## src/rtl/ps2_key_decoder.sv

```systemverilog
// PS/2 scan-set-2 decoder: prefix/shift FSM, ASCII translation, FIFO.
// Ports: fclk, rst (sync low), code_valid/code_in, rd, key_data,
//   key_ready, fifo_full, overflow, shift_state[, caps_state].
// Optional: define PS2_CAPSLOCK_EN for caps lock (code 58) support.
module ps2_key_decoder #(
    parameter int DEPTH = 8,
    parameter int AW    = 3
) (
    input  logic       fclk,
    input  logic       rst,
    input  logic       code_valid,
    input  logic [7:0] code_in,
    input  logic       rd,
    output logic [7:0] key_data,
    output logic       key_ready,
    output logic       fifo_full,
    output logic       overflow,
    output logic       shift_state
`ifdef PS2_CAPSLOCK_EN
    ,
    output logic       caps_state
`endif
);

    typedef enum logic [1:0] {
        IDLE,
        BRK,
        EXT,
        EXT_BRK
    } state_e;

    localparam logic [AW:0] FULL_CNT = (AW + 1)'(DEPTH);

    state_e      state_q;
    logic        lshift_q;
    logic        rshift_q;
    logic        caps_q;
    logic        wr_v_q;
    logic [7:0]  wr_data_q;

    logic [7:0]  mem_q [DEPTH];
    logic [AW-1:0] wptr_q;
    logic [AW-1:0] rptr_q;
    logic [AW:0] count_q;
    logic        ovf_q;

    logic        shift;
    logic        upper;
    logic        is_letter;
    logic        is_digit;
    logic        is_fixed;
    logic [4:0]  lidx;
    logic [3:0]  didx;
    logic [7:0]  fixed_char;
    logic [7:0]  sym_char;
    logic [7:0]  tr_char;
    logic        tr_hit;
    logic        is_ctrl;
    logic        make_ok;

    assign shift = lshift_q | rshift_q;

`ifdef PS2_CAPSLOCK_EN
    assign upper   = shift ^ caps_q;
    assign is_ctrl = (code_in == 8'hF0) || (code_in == 8'hE0) ||
                     (code_in == 8'h12) || (code_in == 8'h59) ||
                     (code_in == 8'h58);
`else
    assign upper   = shift;
    assign is_ctrl = (code_in == 8'hF0) || (code_in == 8'hE0) ||
                     (code_in == 8'h12) || (code_in == 8'h59);
`endif

    // Code lookup: letters and digits resolve to an index so the
    // output character is a simple base + offset.
    always_comb begin
        is_letter  = 1'b0;
        is_digit   = 1'b0;
        is_fixed   = 1'b0;
        lidx       = 5'd0;
        didx       = 4'd0;
        fixed_char = 8'h00;
        case (code_in)
            8'h1C: begin is_letter = 1'b1; lidx = 5'd0;  end
            8'h32: begin is_letter = 1'b1; lidx = 5'd1;  end
            8'h21: begin is_letter = 1'b1; lidx = 5'd2;  end
            8'h23: begin is_letter = 1'b1; lidx = 5'd3;  end
            8'h24: begin is_letter = 1'b1; lidx = 5'd4;  end
            8'h2B: begin is_letter = 1'b1; lidx = 5'd5;  end
            8'h34: begin is_letter = 1'b1; lidx = 5'd6;  end
            8'h33: begin is_letter = 1'b1; lidx = 5'd7;  end
            8'h43: begin is_letter = 1'b1; lidx = 5'd8;  end
            8'h3B: begin is_letter = 1'b1; lidx = 5'd9;  end
            8'h42: begin is_letter = 1'b1; lidx = 5'd10; end
            8'h4B: begin is_letter = 1'b1; lidx = 5'd11; end
            8'h3A: begin is_letter = 1'b1; lidx = 5'd12; end
            8'h31: begin is_letter = 1'b1; lidx = 5'd13; end
            8'h44: begin is_letter = 1'b1; lidx = 5'd14; end
            8'h4D: begin is_letter = 1'b1; lidx = 5'd15; end
            8'h15: begin is_letter = 1'b1; lidx = 5'd16; end
            8'h2D: begin is_letter = 1'b1; lidx = 5'd17; end
            8'h1B: begin is_letter = 1'b1; lidx = 5'd18; end
            8'h2C: begin is_letter = 1'b1; lidx = 5'd19; end
            8'h3C: begin is_letter = 1'b1; lidx = 5'd20; end
            8'h2A: begin is_letter = 1'b1; lidx = 5'd21; end
            8'h1D: begin is_letter = 1'b1; lidx = 5'd22; end
            8'h22: begin is_letter = 1'b1; lidx = 5'd23; end
            8'h35: begin is_letter = 1'b1; lidx = 5'd24; end
            8'h1A: begin is_letter = 1'b1; lidx = 5'd25; end
            8'h45: begin is_digit = 1'b1; didx = 4'd0; end
            8'h16: begin is_digit = 1'b1; didx = 4'd1; end
            8'h1E: begin is_digit = 1'b1; didx = 4'd2; end
            8'h26: begin is_digit = 1'b1; didx = 4'd3; end
            8'h25: begin is_digit = 1'b1; didx = 4'd4; end
            8'h2E: begin is_digit = 1'b1; didx = 4'd5; end
            8'h36: begin is_digit = 1'b1; didx = 4'd6; end
            8'h3D: begin is_digit = 1'b1; didx = 4'd7; end
            8'h3E: begin is_digit = 1'b1; didx = 4'd8; end
            8'h46: begin is_digit = 1'b1; didx = 4'd9; end
            8'h29: begin is_fixed = 1'b1; fixed_char = 8'h20; end
            8'h5A: begin is_fixed = 1'b1; fixed_char = 8'h0D; end
            8'h66: begin is_fixed = 1'b1; fixed_char = 8'h08; end
            8'h0D: begin is_fixed = 1'b1; fixed_char = 8'h09; end
            8'h76: begin is_fixed = 1'b1; fixed_char = 8'h1B; end
            default: ;
        endcase
    end

    always_comb begin
        sym_char = 8'h29;
        case (didx)
            4'd1:    sym_char = 8'h21;
            4'd2:    sym_char = 8'h40;
            4'd3:    sym_char = 8'h23;
            4'd4:    sym_char = 8'h24;
            4'd5:    sym_char = 8'h25;
            4'd6:    sym_char = 8'h5E;
            4'd7:    sym_char = 8'h26;
            4'd8:    sym_char = 8'h2A;
            4'd9:    sym_char = 8'h28;
            default: sym_char = 8'h29;
        endcase
    end

    always_comb begin
        tr_char = fixed_char;
        if (is_letter) begin
            tr_char = (upper ? 8'h41 : 8'h61) + {3'b000, lidx};
        end else if (is_digit) begin
            tr_char = shift ? sym_char : 8'h30 + {4'b0000, didx};
        end
    end

    assign tr_hit  = is_letter | is_digit | is_fixed;
    assign make_ok = code_valid && (state_q == IDLE) && !is_ctrl;

    always_ff @(posedge fclk) begin
        if (!rst) begin
            state_q   <= IDLE;
            lshift_q  <= 1'b0;
            rshift_q  <= 1'b0;
            caps_q    <= 1'b0;
            wr_v_q    <= 1'b0;
            wr_data_q <= 8'h00;
        end else begin
            wr_v_q    <= make_ok & tr_hit;
            wr_data_q <= tr_char;
            if (code_valid) begin
                unique case (state_q)
                    IDLE: begin
                        case (code_in)
                            8'hF0: state_q  <= BRK;
                            8'hE0: state_q  <= EXT;
                            8'h12: lshift_q <= 1'b1;
                            8'h59: rshift_q <= 1'b1;
`ifdef PS2_CAPSLOCK_EN
                            8'h58: caps_q   <= ~caps_q;
`endif
                            default: ;
                        endcase
                    end
                    BRK: begin
                        if (code_in == 8'h12) lshift_q <= 1'b0;
                        if (code_in == 8'h59) rshift_q <= 1'b0;
                        state_q <= IDLE;
                    end
                    EXT: begin
                        case (code_in)
                            8'hF0:   state_q <= EXT_BRK;
                            8'hE0:   state_q <= EXT;
                            default: state_q <= IDLE;
                        endcase
                    end
                    EXT_BRK: state_q <= IDLE;
                endcase
            end
        end
    end

    logic full;
    logic pop;
    logic push;

    assign full = (count_q == FULL_CNT);
    assign pop  = rd && (count_q != '0);
    // A pop on the same edge frees the slot a full-FIFO write needs.
    assign push = wr_v_q && (!full || pop);

    always_ff @(posedge fclk) begin
        if (!rst) begin
            wptr_q  <= '0;
            rptr_q  <= '0;
            count_q <= '0;
            ovf_q   <= 1'b0;
        end else begin
            if (wr_v_q && !push) ovf_q <= 1'b1;
            if (push) wptr_q <= wptr_q + 1'b1;
            if (pop)  rptr_q <= rptr_q + 1'b1;
            count_q <= count_q + {{AW{1'b0}}, push} - {{AW{1'b0}}, pop};
        end
    end

    always_ff @(posedge fclk) begin
        if (push) mem_q[wptr_q] <= wr_data_q;
    end

    assign key_ready   = (count_q != '0);
    assign key_data    = key_ready ? mem_q[rptr_q] : 8'h00;
    assign fifo_full   = full;
    assign overflow    = ovf_q;
    assign shift_state = shift;
`ifdef PS2_CAPSLOCK_EN
    assign caps_state  = caps_q;
`endif

endmodule

```

## config.mk

```make
export PLATFORM = sky130hd
export DESIGN_NAME = ps2_key_decoder
export DESIGN_NICKNAME = d
export VERILOG_FILES = /design/src/rtl/ps2_key_decoder.sv
export SDC_FILE = /design/constraint.sdc
export NUM_CORES = 1
export LEC_CHECK = 0
export CAP_MARGIN = 20
export CORE_ASPECT_RATIO = 0.6
export CORE_MARGIN = 3
export CORE_UTILIZATION = 40
export CTS_BUF_LIST = sky130_fd_sc_hd__clkbuf_4 sky130_fd_sc_hd__clkbuf_8 sky130_fd_sc_hd__clkbuf_16
export DETAILED_ROUTE_END_ITERATION = 16
export SYNTH_ARGS = -nofsm -noshare
export SYNTH_HDL_FRONTEND = slang
export SYNTH_SLANG_ARGS = --single-unit
```

## constraint.sdc

```tcl
create_clock -name fclk -period 2.46 [get_ports fclk]
set_input_delay 0.369 -clock fclk [delete_from_list [all_inputs] [get_ports fclk]]
set_output_delay 0.369 -clock fclk [all_outputs]
set_load 0.03 [all_outputs]
```

# Word-level counts from Yosys, hierarchy flattened
# Memory sizes are Yosys's and may differ from the RTL's. A register that Yosys moved wholly into a read port is not among the register bits.
# Index checks and enable logic that the tools add are counted.
[op_classes]
n_eq_ne = 54
n_mux = 24
magnitude_cmp = 0
n_shift = 0
add_sub_neg = 6
multipliers = 0
n_reduce_logical = 22
div = 0
bitwise = 4
[ops]
columns = ["cell", "n"]
rows = [
  ["8-bit by 6-bit == test with 1-bit output (second input constant)", 23],
  ["5-bit case mux with 25 select lines", 1],
  ["8-bit by 7-bit == test with 1-bit output (second input constant)", 11],
  ["8-bit by 5-bit == test with 1-bit output (second input constant)", 8],
  ["4-bit case mux with 9 select lines", 1],
  ["8-bit 2-to-1 mux", 4],
  ["6-bit case mux with 5 select lines", 1],
  ["26-bit OR reduction", 1],
  ["8-bit == test (second input constant)", 2],
  ["10-bit OR reduction", 1],
  ["1-bit 2-to-1 mux", 9],
  ["7-bit by 5-bit adder with 8-bit output", 1],
  ["8-bit by 4-bit == test with 1-bit output (second input constant)", 1],
  ["2-bit case mux with 2 select lines", 2],
  ["4-bit AND reduction", 2],
  ["6-bit by 4-bit adder with 7-bit output (first input constant)", 1],
  ["3-bit by 1-bit adder with 3-bit output (second input constant)", 2],
  ["3-bit 2-to-1 mux", 2],
  ["6-bit 2-to-1 mux", 1],
  ["2-bit case mux with 3 select lines", 1],
  ["1-bit logical AND", 5],
  ["5-bit OR reduction", 1],
  ["4-bit by 1-bit adder with 4-bit output", 1],
  ["2-bit == test (second input constant)", 2],
  ["16 further kinds", 26],
]
[totals]
in_bits = 12
output_inout_bits = 12
ramBits = 64
mem_count = 2
wordCells = 121
romBits = 112
reg_bits = 24
latch_bits = 0
[memory_table]
columns = ["memory", "depth", "width", "rd", "rd_ports_with_merged_regs", "write_ports", "line_no", "text"]
rows = [
  ["(no name shown)", 16, 7, 1, 0, 0, "131", "case (didx)"],
  ["mem_q", 8, 8, 1, 1, 1, "41", "logic [7:0] mem_q [DEPTH];"],
]

# Depth between registers and ports, before layout
# Gate-level depths: netlist of run 1.
[logic_depth]
depth_word = 7
depth_mapped = 11
ltp_nobuf = 11

# Worst setup path before layout of run 1
# OpenSTA, ideal clock, no wires.
[synth_path]
path_type = "register -> register"
startpoint = "register count_q[2]"
endpoint = "memory mem_q[0][0] (enable)"
path_stages_with_launch = 8
slack_ns = -0.101
path_buffers = 0
synth_period_minus_slack_ns = 2.561
arrival_ns = 2.178
cell_sequence = "dfxtp_1 inv_1 ha_1 nor3b_2 nand2b_1 a21boi_0 nand2b_1 nor3_1"
[synth_via]
elab_chain_len = 6
elab_cells_between_ends = 8
classes_between = "eq/ne: 1; mux: 2; reduce/logical: 5"
[synth_lines]
columns = ["item", "line_no", "text"]
rows = [
  ["from (decl)", "44", "logic [AW:0] count_q;"],
  ["from (signal assigned)", "219", "count_q <= count_q + {{AW{1'b0}}, push} - {{AW{1'b0}}, pop};"],
  ["4-bit == test / 4-bit nonzero test (equally long branches)", "204, 205", ""],
  ["1-bit zero test / 1-bit logical AND (equally long branches)", "207, 205", ""],
  ["1-bit logical OR (*)", "207", "assign push = wr_v_q && (!full || pop);"],
  ["1-bit logical AND (*)", "207", ""],
  ["1-bit 2-to-1 mux (*)", "224", "if (push) mem_q[wptr_q] <= wr_data_q;"],
  ["1-bit 2-to-1 mux (implied by the code) (*)", "224", ""],
  ["to (decl)", "41", ""],
]
# Every way passes the cells marked *; elsewhere a longest branch is shown, timed or not.

==> flow_results.xml, run 1 <==
<?xml version="1.0" encoding="UTF-8"?>
<metrics>
  <group name="global_routing">
    <metric name="globalRouteTotalUtil" unit="">0.171</metric>
    <metric name="initial_antenna_violation_count" unit="">0</metric>
    <metric name="vias_in_the_first_global_route" unit="">3029</metric>
    <metric name="grt_overflow_total" unit="">0</metric>
    <metric name="grt_start_max_net_pins" unit="">17</metric>
    <metric name="grt_pass1_wl" unit="mm">16.7</metric>
  </group>
  <group name="run">
    <metric name="timing.max_cap.violations" unit="">0</metric>
  </group>
  <group name="sta">
    <metric name="finalHoldViolCount" unit="">0</metric>
    <metric name="layout_min_cycle_time" unit="ps">2390</metric>
    <metric name="slew-limit-headroom" unit="">0.632</metric>
    <metric name="finalClockSkew" unit="ps">5.62</metric>
    <metric name="fin_ws" unit="ps">73.9</metric>
    <metric name="finalCritPeriodShare" unit="">0.970</metric>
    <metric name="timing_worst_slew_pin_value" unit="ps">539</metric>
    <metric name="achievable-frequency" unit="MHz">419</metric>
    <metric name="drv_slew" unit="">0</metric>
    <metric name="setup-violations-final" unit="">0</metric>
  </group>
  <group name="pwr">
    <metric name="worst_ir_drop_vdd" unit="uV">380</metric>
    <metric name="p_leak" unit="uW">0.00209</metric>
    <metric name="power.density_cell_area" unit="mW/mm2">821</metric>
  </group>
  <group name="critical_path">
    <metric name="crit_chain" unit="">clkbuf_16 &gt; mux4_2 &gt; mux2i_1 &gt; nor2_1 &gt; dlygate4sd2_1</metric>
    <metric name="cp.buffers_inverters" unit="">2</metric>
    <metric name="worst-r2r-setup-slack" unit="ps">160</metric>
    <metric name="worst_path_max_fanout" unit="">8</metric>
    <metric name="worst-endpoint-arrival" unit="ps">2020</metric>
    <metric name="cpLargestDelayFamily" unit="">multiplexers</metric>
    <metric name="crit_path_end_kind" unit="">primary output</metric>
    <metric name="worst-setup-path-type" unit="">register to primary output</metric>
    <metric name="crit_path_max_delay_cell_type" unit="">mux4_2</metric>
    <metric name="type_of_element_launching_the_critical_path" unit="">register</metric>
    <metric name="required" unit="ps">2090</metric>
    <metric name="critical_path_depth" unit="">5</metric>
    <metric name="worst_path_largest_cell_delay" unit="ps">490</metric>
    <metric name="worst_r2r_path_depth" unit="">11</metric>
  </group>
  <group name="detailed_routing">
    <metric name="routed_via_density" unit="">5.57</metric>
    <metric name="vias" unit="">3294</metric>
    <metric name="detail_route.first_pass.iterations" unit="">4</metric>
    <metric name="route.detailed.drc" unit="">0</metric>
    <metric name="routed_wl" unit="mm">10.6</metric>
    <metric name="avgRoutedWirePerCell" unit="um">17.9</metric>
    <metric name="drt.antenna.violating_nets" unit="">0</metric>
    <metric name="starting_drc_count_in_detailed_routing" unit="">275</metric>
  </group>
  <group name="place">
    <metric name="place.port_buffers" unit="">23</metric>
    <metric name="gp_congestion" unit="">0.893</metric>
    <metric name="dp_slack" unit="ps">-385</metric>
    <metric name="place_hpwl" unit="mm">7.59</metric>
    <metric name="placedCellCount" unit="">574</metric>
  </group>
  <group name="run_status">
    <metric name="outcome" unit="">complete, no violations</metric>
  </group>
  <group name="cts">
    <metric name="clk_pin_slew_worst_paths" unit="ps">60</metric>
    <metric name="cts.path.max_buffers" unit="">2</metric>
    <metric name="tritoncts" unit="">built</metric>
    <metric name="worstSkewPairLatency" unit="ps">330</metric>
    <metric name="cts_hold_buf" unit="">0</metric>
    <metric name="clock_tree.root_cell" unit="">clkbuf_16</metric>
    <metric name="htree_levels" unit="">3</metric>
    <metric name="clock_sink_count" unit="">91</metric>
    <metric name="tritoncts.num_buffers" unit="">9</metric>
  </group>
  <group name="synth">
    <metric name="synth_nets" unit="">396</metric>
    <metric name="area_of_the_mapped_netlist" unit="mm2">0.00457</metric>
    <metric name="async_reset_ff_frac" unit="">0</metric>
    <metric name="synth_edf_count" unit="">64</metric>
    <metric name="syn_area_per_cell" unit="um2">12.2</metric>
    <metric name="synth_ff_type" unit="">edfxtp_1</metric>
    <metric name="postSynthRegisterBits" unit="">91</metric>
    <metric name="sequential_area_share_after_synthesis" unit="">0.539</metric>
    <metric name="yosys_warnings" unit="">0</metric>
    <metric name="synth_cell_type_count" unit="">69</metric>
    <metric name="post_synthesis_cells" unit="">375</metric>
  </group>
  <group name="finish">
    <metric name="final_core_util" unit="">0.526</metric>
    <metric name="layout-area-overhead-vs-synth" unit="%">24.8</metric>
    <metric name="num-nets-final" unit="">468</metric>
    <metric name="layout-drive-gt1-share" unit="">0.259</metric>
    <metric name="layout.cells.most_common_list" unit="">edfxtp_1, buf_4, nor2_1, dfxtp_1, nand2_1</metric>
    <metric name="post_layout_nonfiller_instances" unit="">591</metric>
    <metric name="n_antenna_cell" unit="">0</metric>
    <metric name="mostFrequentLayoutCell" unit="">edfxtp_1</metric>
  </group>
  <group name="floorplan">
    <metric name="design.portCount" unit="">24</metric>
    <metric name="floorplan.initialDensity" unit="">0.421</metric>
    <metric name="placement_rows" unit="">29</metric>
    <metric name="die_outline_area" unit="mm2">0.0128</metric>
    <metric name="chip_height" unit="um">88.8</metric>
    <metric name="die_w" unit="um">144</metric>
    <metric name="core" unit="mm2">0.0108</metric>
  </group>
  <group name="hold_path">
    <metric name="min_path_type" unit="">register to register</metric>
    <metric name="worstHoldPathCells" unit="">2</metric>
  </group>
</metrics>
-- Yosys cell counts (11+ instances only) --
master / count / area (um2)
and2_1: 11 / 68.8
dfxtp_1: 27 / 541
edfxtp_1: 64 / 1920
mux2i_1: 12 / 120
nor2_1: 27 / 101
mux4_2: 16 / 360
inv_1: 11 / 41.3
nand2_1: 25 / 93.8
a21oi_1: 11 / 55.1
nor3_1: 12 / 60.1
buf_2: 14 / 70.1
nand2b_1: 13 / 81.3
-- cell families (layout without fill, tap and decap cells) --
group           Yosys count  in the layout  synth area share
buf+inv                  33            110            0.0334
xor+xnor                  8              8            0.0153
simple gates            143            143             0.185
mux                      29             29             0.108
fa+ha+maj                 9              9            0.0263
other cells               1              1          0.000820
compound gates           61             61            0.0928
flops                    91             91             0.539
-- what timing repair did --
item | in CTS | in global routing
endpoints found under the setup margin | 10 | 20
resized for setup | 9 | 19
endpoints found under the hold margin | 0 | 0
pin swaps | 0 | 2
setup buffers | 0 | 0
gates cloned | 0 | 1
-- state kept, by name, indices dropped and copies added, names as in the netlist, named ones only --
signal / count
count_q: 4
lshift_q: 1
mem_q: 64
overflow: 1
rptr_q: 3
rshift_q: 1
state_q: 2
wptr_q: 3
wr_data_q: 8
wr_v_q: 1
-- metal layers --
layer	share of wire	vias up	wire, um	GRT usage
met5	0	-	0	0
met4	0.0077	0	82	0.0419
met3	0.047	9	495	0.0335
met2	0.41	95	4350	0.235
met1	0.54	1623	5680	0.274
li1	-	1567	-	-
-- worst min-delay path, cell delays in order, from the launching register on --
cell	delay, ps
dfxtp_1	340
a31oi_1	50
nor2b_1	100
-- final timing paths --
kind / startpoint / to
worst max-delay path: register / key_data[4]
worst min-delay path: overflow / overflow
worst max register to register: count_q[2] / count_q[2]
worst min register to register: overflow / overflow
-- metrics by stage --
stage,cell area (um2),total power (uW),setup TNS [ps],hold slack [ps]
final,5710,4680,0,516
after floorplan,4580,2750,0,472
after global routing,5710,4940,-33.7,546
after CTS,5650,4680,-8.44,527
after global placement,5330,3250,-1740,475
after detailed placement,5330,3270,-1830,515
-- final cells by class --
class	count	area (um2)
clock buffer	9	225
clock inverter	7	98.8
fill	912	5140
inverter	11	41.3
multi-input combinational	251	2010
sequential	91	2460
tap	139	174
timing repair buffer	83	694
-- power by group --
group          leakage (uW)  internal, uW  switching (uW)  total, uW
Clock              0.000158           897             563       1460
Combinational       0.00112           670             757       1430
Sequential         0.000811          1720            76.9       1800
Total               0.00209          3290            1400       4680
No activity file was read; power rests on OpenSTA's default activity.
==> run 2, diff against run 1 <==
--- a/config.mk
+++ b/config.mk
@@ -5,7 +5,7 @@
 export SDC_FILE = /design/constraint.sdc
 export NUM_CORES = 1
 export LEC_CHECK = 0
-export CAP_MARGIN = 20
+export CAP_MARGIN = 10
 export CORE_ASPECT_RATIO = 0.6
 export CORE_MARGIN = 3
 export CORE_UTILIZATION = 40
==> results of run 2 <==
The final DEF is identical to that of run 1; final timing and power are the same.
